==> config.mk <==
export PLATFORM = sky130hd
export DESIGN_NAME = central_register_bank
export DESIGN_NICKNAME = d
export VERILOG_FILES = /design/src/rtl/central_regs_pkg.sv /design/src/rtl/central_register_bank_gated_reg.sv /design/src/rtl/central_register_bank.sv
export SDC_FILE = /design/constraint.sdc
export NUM_CORES = 1
export LEC_CHECK = 0
export CAP_MARGIN = 20
export CORE_MARGIN = 2
export CORE_UTILIZATION = 58
export DETAILED_ROUTE_END_ITERATION = 12
export PLACE_DENSITY = 0.84
export RECOVER_POWER = 50
export REMOVE_ABC_BUFFERS = 1
export SKIP_CTS_REPAIR_TIMING = 1
export SLEW_MARGIN = 20
export SYNTH_ARGS = -nofsm -noshare
export SYNTH_HDL_FRONTEND = slang
export SYNTH_HIERARCHICAL = 1
export SYNTH_SLANG_ARGS = --single-unit
==> constraint.sdc <==
create_clock -name SIM_CLK -period 1.8 [get_ports SIM_CLK]
set_input_delay 0.45 -clock SIM_CLK [delete_from_list [all_inputs] [get_ports SIM_CLK]]
set_output_delay 0.45 -clock SIM_CLK [all_outputs]
set_load 0.01 [all_outputs]
==> src/rtl/central_regs_pkg.sv <==
// Shared constants for the central register bank.
// Register indices, bus width and L partial-clear masks.
package central_regs_pkg;

    localparam int WIDTH = 16;

    localparam logic [1:0] REG_A = 2'd0;
    localparam logic [1:0] REG_L = 2'd1;
    localparam logic [1:0] REG_Q = 2'd2;
    localparam logic [1:0] REG_Z = 2'd3;

    localparam logic [WIDTH-1:0] L_LO_MASK = 16'o037777;
    localparam logic [WIDTH-1:0] L_HI_MASK = 16'o140000;

    // shifted A write: bits 14:13 forced low, bits 12:1 loaded
    localparam logic [WIDTH-1:0] ALT_CLR_MASK = 16'o030000;
    localparam logic [WIDTH-1:0] ALT_WR_MASK  = 16'o007777;

endpackage

==> src/rtl/central_register_bank_gated_reg.sv <==
// One central register with edge-detected write, two masked
// clears and an optional shifted write. Macro: AGC_MONITOR_EN.
module gated_reg
    import central_regs_pkg::*;
#(
    parameter int            W         = WIDTH,
    parameter logic [W-1:0]  RESET_VAL = '0,
    parameter logic [W-1:0]  CLR1_MASK = '1,
    parameter logic [W-1:0]  CLR2_MASK = '0
) (
    input  logic         clk,
    input  logic         rst_n,
    input  logic         wr,
    input  logic         clr1,
    input  logic         clr2,
    input  logic         alt_wr,
    input  logic [W-1:0] wl,
    output logic [W-1:0] q
`ifdef AGC_MONITOR_EN
   ,output logic         wr_evt
`endif
);

    localparam logic [W-1:0] AC = ALT_CLR_MASK;
    localparam logic [W-1:0] AW = ALT_WR_MASK;

    logic [3:0]   gate;
    logic [3:0]   hist;
    logic [3:0]   ev;
    logic         alt_ok;
    logic [W-1:0] base;
    logic [W-1:0] nxt;

    assign gate   = {alt_wr, clr2, clr1, wr};
    assign ev     = gate & ~hist;
    assign alt_ok = ev[3] & ~wr;

`ifdef AGC_MONITOR_EN
    assign wr_evt = ev[0] | alt_ok;
`endif

    // remember last cycle's gate levels so a held gate acts once
    always_ff @(posedge clk or negedge rst_n) begin
        if (!rst_n) hist <= '0;
        else        hist <= gate;
    end

    // clear first, then OR the write data in
    always_comb begin
        base = q;
        if (ev[1]) base = base & ~CLR1_MASK;
        if (ev[2]) base = base & ~CLR2_MASK;
        nxt = base;
        if (ev[0])       nxt = base | wl;
        else if (alt_ok) nxt = (base & ~AC) | (wl & AW);
    end

    // register contents
    always_ff @(posedge clk or negedge rst_n) begin
        if (!rst_n) q <= RESET_VAL;
        else        q <= nxt;
    end

endmodule

==> src/rtl/central_register_bank.sv <==
// Central A/L/Q/Z register bank fed by the service-gate decoder.
// Optional write monitor outputs under macro AGC_MONITOR_EN.
module central_register_bank #(
    parameter int               WIDTH   = 16,
    parameter logic [WIDTH-1:0] Z_RESET = 16'o4000
) (
    input  logic             SIM_CLK,
    input  logic             SIM_RST,
    input  logic [WIDTH-1:0] WL,
    input  logic             WAG_n,
    input  logic             WLG_n,
    input  logic             WQG_n,
    input  logic             WZG_n,
    input  logic             WALSG_n,
    input  logic             CAG,
    input  logic             CQG,
    input  logic             CZG,
    input  logic             CLG1G,
    input  logic             CLG2G,
    input  logic             RAG_n,
    input  logic             RLG_n,
    input  logic             RQG_n,
    input  logic             RZG_n,
    output logic [WIDTH-1:0] RL,
    output logic             A_OVF,
    output logic             A_SIGN
`ifdef AGC_MONITOR_EN
   ,output logic [WIDTH-1:0] MON_BUS,
    output logic [1:0]       MON_SEL
`endif
);

    import central_regs_pkg::*;

    logic [WIDTH-1:0] a_q;
    logic [WIDTH-1:0] l_q;
    logic [WIDTH-1:0] q_q;
    logic [WIDTH-1:0] z_q;

`ifdef AGC_MONITOR_EN
    logic [3:0] evt;
    logic [3:0] evt_d;
`endif

    gated_reg #(
        .W(WIDTH), .RESET_VAL('0),
        .CLR1_MASK('1), .CLR2_MASK('0)
    ) u_a (
        .clk(SIM_CLK), .rst_n(SIM_RST),
        .wr(~WAG_n), .clr1(CAG), .clr2(1'b0),
        .alt_wr(~WALSG_n), .wl(WL), .q(a_q)
`ifdef AGC_MONITOR_EN
       ,.wr_evt(evt[REG_A])
`endif
    );

    gated_reg #(
        .W(WIDTH), .RESET_VAL('0),
        .CLR1_MASK(L_LO_MASK), .CLR2_MASK(L_HI_MASK)
    ) u_l (
        .clk(SIM_CLK), .rst_n(SIM_RST),
        .wr(~WLG_n), .clr1(CLG1G), .clr2(CLG2G),
        .alt_wr(1'b0), .wl(WL), .q(l_q)
`ifdef AGC_MONITOR_EN
       ,.wr_evt(evt[REG_L])
`endif
    );

    gated_reg #(
        .W(WIDTH), .RESET_VAL('0),
        .CLR1_MASK('1), .CLR2_MASK('0)
    ) u_q (
        .clk(SIM_CLK), .rst_n(SIM_RST),
        .wr(~WQG_n), .clr1(CQG), .clr2(1'b0),
        .alt_wr(1'b0), .wl(WL), .q(q_q)
`ifdef AGC_MONITOR_EN
       ,.wr_evt(evt[REG_Q])
`endif
    );

    gated_reg #(
        .W(WIDTH), .RESET_VAL(Z_RESET),
        .CLR1_MASK('1), .CLR2_MASK('0)
    ) u_z (
        .clk(SIM_CLK), .rst_n(SIM_RST),
        .wr(~WZG_n), .clr1(CZG), .clr2(1'b0),
        .alt_wr(1'b0), .wl(WL), .q(z_q)
`ifdef AGC_MONITOR_EN
       ,.wr_evt(evt[REG_Z])
`endif
    );

    // wired-OR read bus, forced quiet while reset is held
    always_comb begin
        RL = '0;
        if (SIM_RST) begin
            if (!RAG_n) RL = RL | a_q;
            if (!RLG_n) RL = RL | l_q;
            if (!RQG_n) RL = RL | q_q;
            if (!RZG_n) RL = RL | z_q;
        end
    end

    // sign and overflow flags trail A by one cycle
    always_ff @(posedge SIM_CLK or negedge SIM_RST) begin
        if (!SIM_RST) begin
            A_OVF  <= 1'b0;
            A_SIGN <= 1'b0;
        end else begin
            A_OVF  <= a_q[WIDTH-1] ^ a_q[WIDTH-2];
            A_SIGN <= a_q[WIDTH-1];
        end
    end

`ifdef AGC_MONITOR_EN
    // hold write events so the monitor sees the settled value
    always_ff @(posedge SIM_CLK or negedge SIM_RST) begin
        if (!SIM_RST) evt_d <= '0;
        else          evt_d <= evt;
    end

    // capture the highest-priority freshly written register
    always_ff @(posedge SIM_CLK or negedge SIM_RST) begin
        if (!SIM_RST) begin
            MON_BUS <= '0;
            MON_SEL <= '0;
        end else if (evt_d[REG_A]) begin
            MON_BUS <= a_q;
            MON_SEL <= REG_A;
        end else if (evt_d[REG_L]) begin
            MON_BUS <= l_q;
            MON_SEL <= REG_L;
        end else if (evt_d[REG_Q]) begin
            MON_BUS <= q_q;
            MON_SEL <= REG_Q;
        end else if (evt_d[REG_Z]) begin
            MON_BUS <= z_q;
            MON_SEL <= REG_Z;
        end
    end
`endif

endmodule

==> results.toml <==
[die]
row_count = 28
chipHeight_um = 81.6
die-area_sq_mm = 0.00666
start_util = 0.593
fp.dieW_um = 81.6
core_area_sq_mm = 0.00589
io_pins = 50

[finish]
fill_cells = 318
final_nets = 445
final_cell_mix = "dfrtp_1, buf_4, nor2b_1"
final_common_cell = "dfrtp_1"
area_growth_pct = 39.7
drive_above_1_share = 0.340
layout.cells.non_filler = 490
multiInputGateArea_sq_mm = 0.00144
num_antenna_cells = 0
seq_area_sq_mm = 0.00198

[power]
powerDensity_mw_per_mm2 = 903
power_frac_clock = 0.260
p_int_mw = 3.16
p_sw_mw = 1.24
ir_drop_mv = 0.813
power_mw = 4.41
p_leak_nw = 2.30
p_sw_frac = 0.282
power_frac_comb = 0.257
seqPwrFrac = 0.483

[synthesis]
synth_area_sq_mm = 0.00349
avgSynthCellArea_sq_um = 12.8
synth.distinct_cells = 21
ys_seq_area_frac = 0.567
yosys_warnings = 6
synth_cells = 272
ys_ff_latch = 79

[critical_path]
arrival_ns = 1.53
worstPathMaxFanout = 2
endpoint_kind = "output port"
reg2reg_depth = 3
worstPathRequired_ns = 1.35
reg2reg_slack_ns = 0.52
r2r_end = "u_a/q[5]"
crit_end = "RL[15]"
worstSetupStartpoint = "u_z/q[15]"
start_kind = "flop"
critPathKind = "reg -> out"
worstReg2RegStart = "u_a/hist[3]"

[timing]
relSlewSlack = 0.589
rsz0062_at_grt = "true"
post-route-min-period_ns = 1.98
worst_slack_ns = -0.176
drv_slew = 0
max_freq_mhz = 506
whs_ns = 0.0937
finClkSkew_ns = 0.0143
finalSetupViolations = 16
worstMarginPinSlew_ns = 0.616
hold_viol = 0
finalCritPeriodShare = 1.10

[route]
ant_nets = 0
drc_errors = 0
first_iter_violations = 376
drt-pass1-iter-count = 5
vias = 3087
wl_per_cell_um = 23.4
routed_wl_um = 11500
via_per_inst = 6.30

[run_status]
status = "finished with violations"
violations = "negative setup slack"

[flow_run]
maxCapViolCount = 0

[grt]
grt_first_pass_wirelength_um = 13500
gr-usage-all-layers = 0.282
grt_max_degree = 28
overflow = 0
antenna_found_initial = 0
grt_pass1_vias = 2837

[worst_hold_path]
hp-class = "in -> async"

[clock_tree]
clock_path_buffers = 2
tritoncts = "yes"
cts_made_buffers = 9
clk_latency_ns = 0.36
clkSlewWorstSetupHoldPaths_ns = 0.09
cts_num_sinks = 79
htreeDepth = 3
cts-root-buf = "clkbuf_8"

[placed_design]
place_ws_ns = -0.876
post-dp-hpwl_um = 5800
place.port_buffers = 49
gp_congestion = 0.765
dp_cells = 438
==> sequential cells by signal, summed over array words and instances (netlist names), 3 cells and up <==
signal,flops
u_a/hist,3
u_a/q,16
u_l/hist,4
u_l/q,16
u_q/hist,3
u_q/q,16
u_z/hist,3
u_z/q,16
==> synth_stat cells, drive strengths merged <==
library cell | instances | area [sq um]
xor2 | 1 | 8.76
dfstp | 1 | 26.3
nor2b | 59 | 399
nand2b | 5 | 31.3
and2b | 9 | 67.6
buf | 13 | 105
clkbuf | 4 | 17.5
inv | 5 | 18.8
a22o | 56 | 505
or2 | 4 | 35.0
dfrtp | 78 | 1950
nor2 | 8 | 30.0
o41a | 16 | 180
a22oi | 8 | 60.1
nor3b | 4 | 50.1
conb | 1 | 3.75
==> cell type report <==
class                   count  area share
repair buffers            142       0.244
clock inverters             2     0.00205
well taps                  75      0.0192
multi-input cells         176       0.296
inverters                   5     0.00385
flip-flops and latches     79       0.406
clock buffers              11      0.0290
==> worst min path at each step <==
stage	depth (start not counted)	slack, ns	from	end
detailed placement	2	0.40	SIM_RST	u_l/q[14]
global placement	2	0.39	SIM_RST	u_z/q[15]
CTS	2	0.02	SIM_RST	u_z/q[15]
global route	2	0.11	SIM_RST	u_z/q[15]
finish	2	0.09	SIM_RST	u_z/q[15]
floorplan	0	0.15	SIM_RST	A_OVF
==> worst max-delay path, cell delays in order, from the launching register on <==
cell and delay, ns:
dfrtp_1 0.41, and2b_1 0.18, o41a_1 0.43, buf_2 0.15
==> per-stage QoR <==
step,area (sq um),setup TNS [ns],util
2_1_floorplan,3390,0,-
3_3_place_gp,4440,-12.55,0.754
3_5_place_dp,4440,-12.66,0.754
4_1_cts,4590,-12.87,0.780
5_1_grt,4880,-2.28,0.829
6_report,4880,-1.67,0.829
==> logic make-up (layout without fill, tap and decap cells) <==
kind of cell | after synthesis | after routing | synth area share
AO/OA/AOI/OAI | 80 | 80 | 0.214
AND/OR/NAND/NOR | 89 | 89 | 0.176
XOR/XNOR | 1 | 1 | 0.00251
buffers and inverters | 22 | 160 | 0.0405
other | 1 | 6 | 0.00107
flip-flops | 79 | 79 | 0.567
==> power groups by stage <==
stage / Sequential [mW] / Clock, mW / Combinational (mW)
after global routing: 2.14 / 1.24 / 1.18
after detailed placement: 2.14 / 0 / 0.927
after CTS: 2.11 / 1.11 / 0.938
after floorplan: 2.11 / 0 / 0.424
after global placement: 2.12 / 0 / 0.897
final: 2.13 / 1.15 / 1.13
==> layer usage <==
metal,up-vias,track usage,part of all wire
met5,-,0,0
met2,258,0.471,0.49
met1,1501,0.344,0.35
met4,0,0.153,0.052
met3,62,0.0593,0.10
li1,1266,-,-
(Power assumes the default switching activity.)
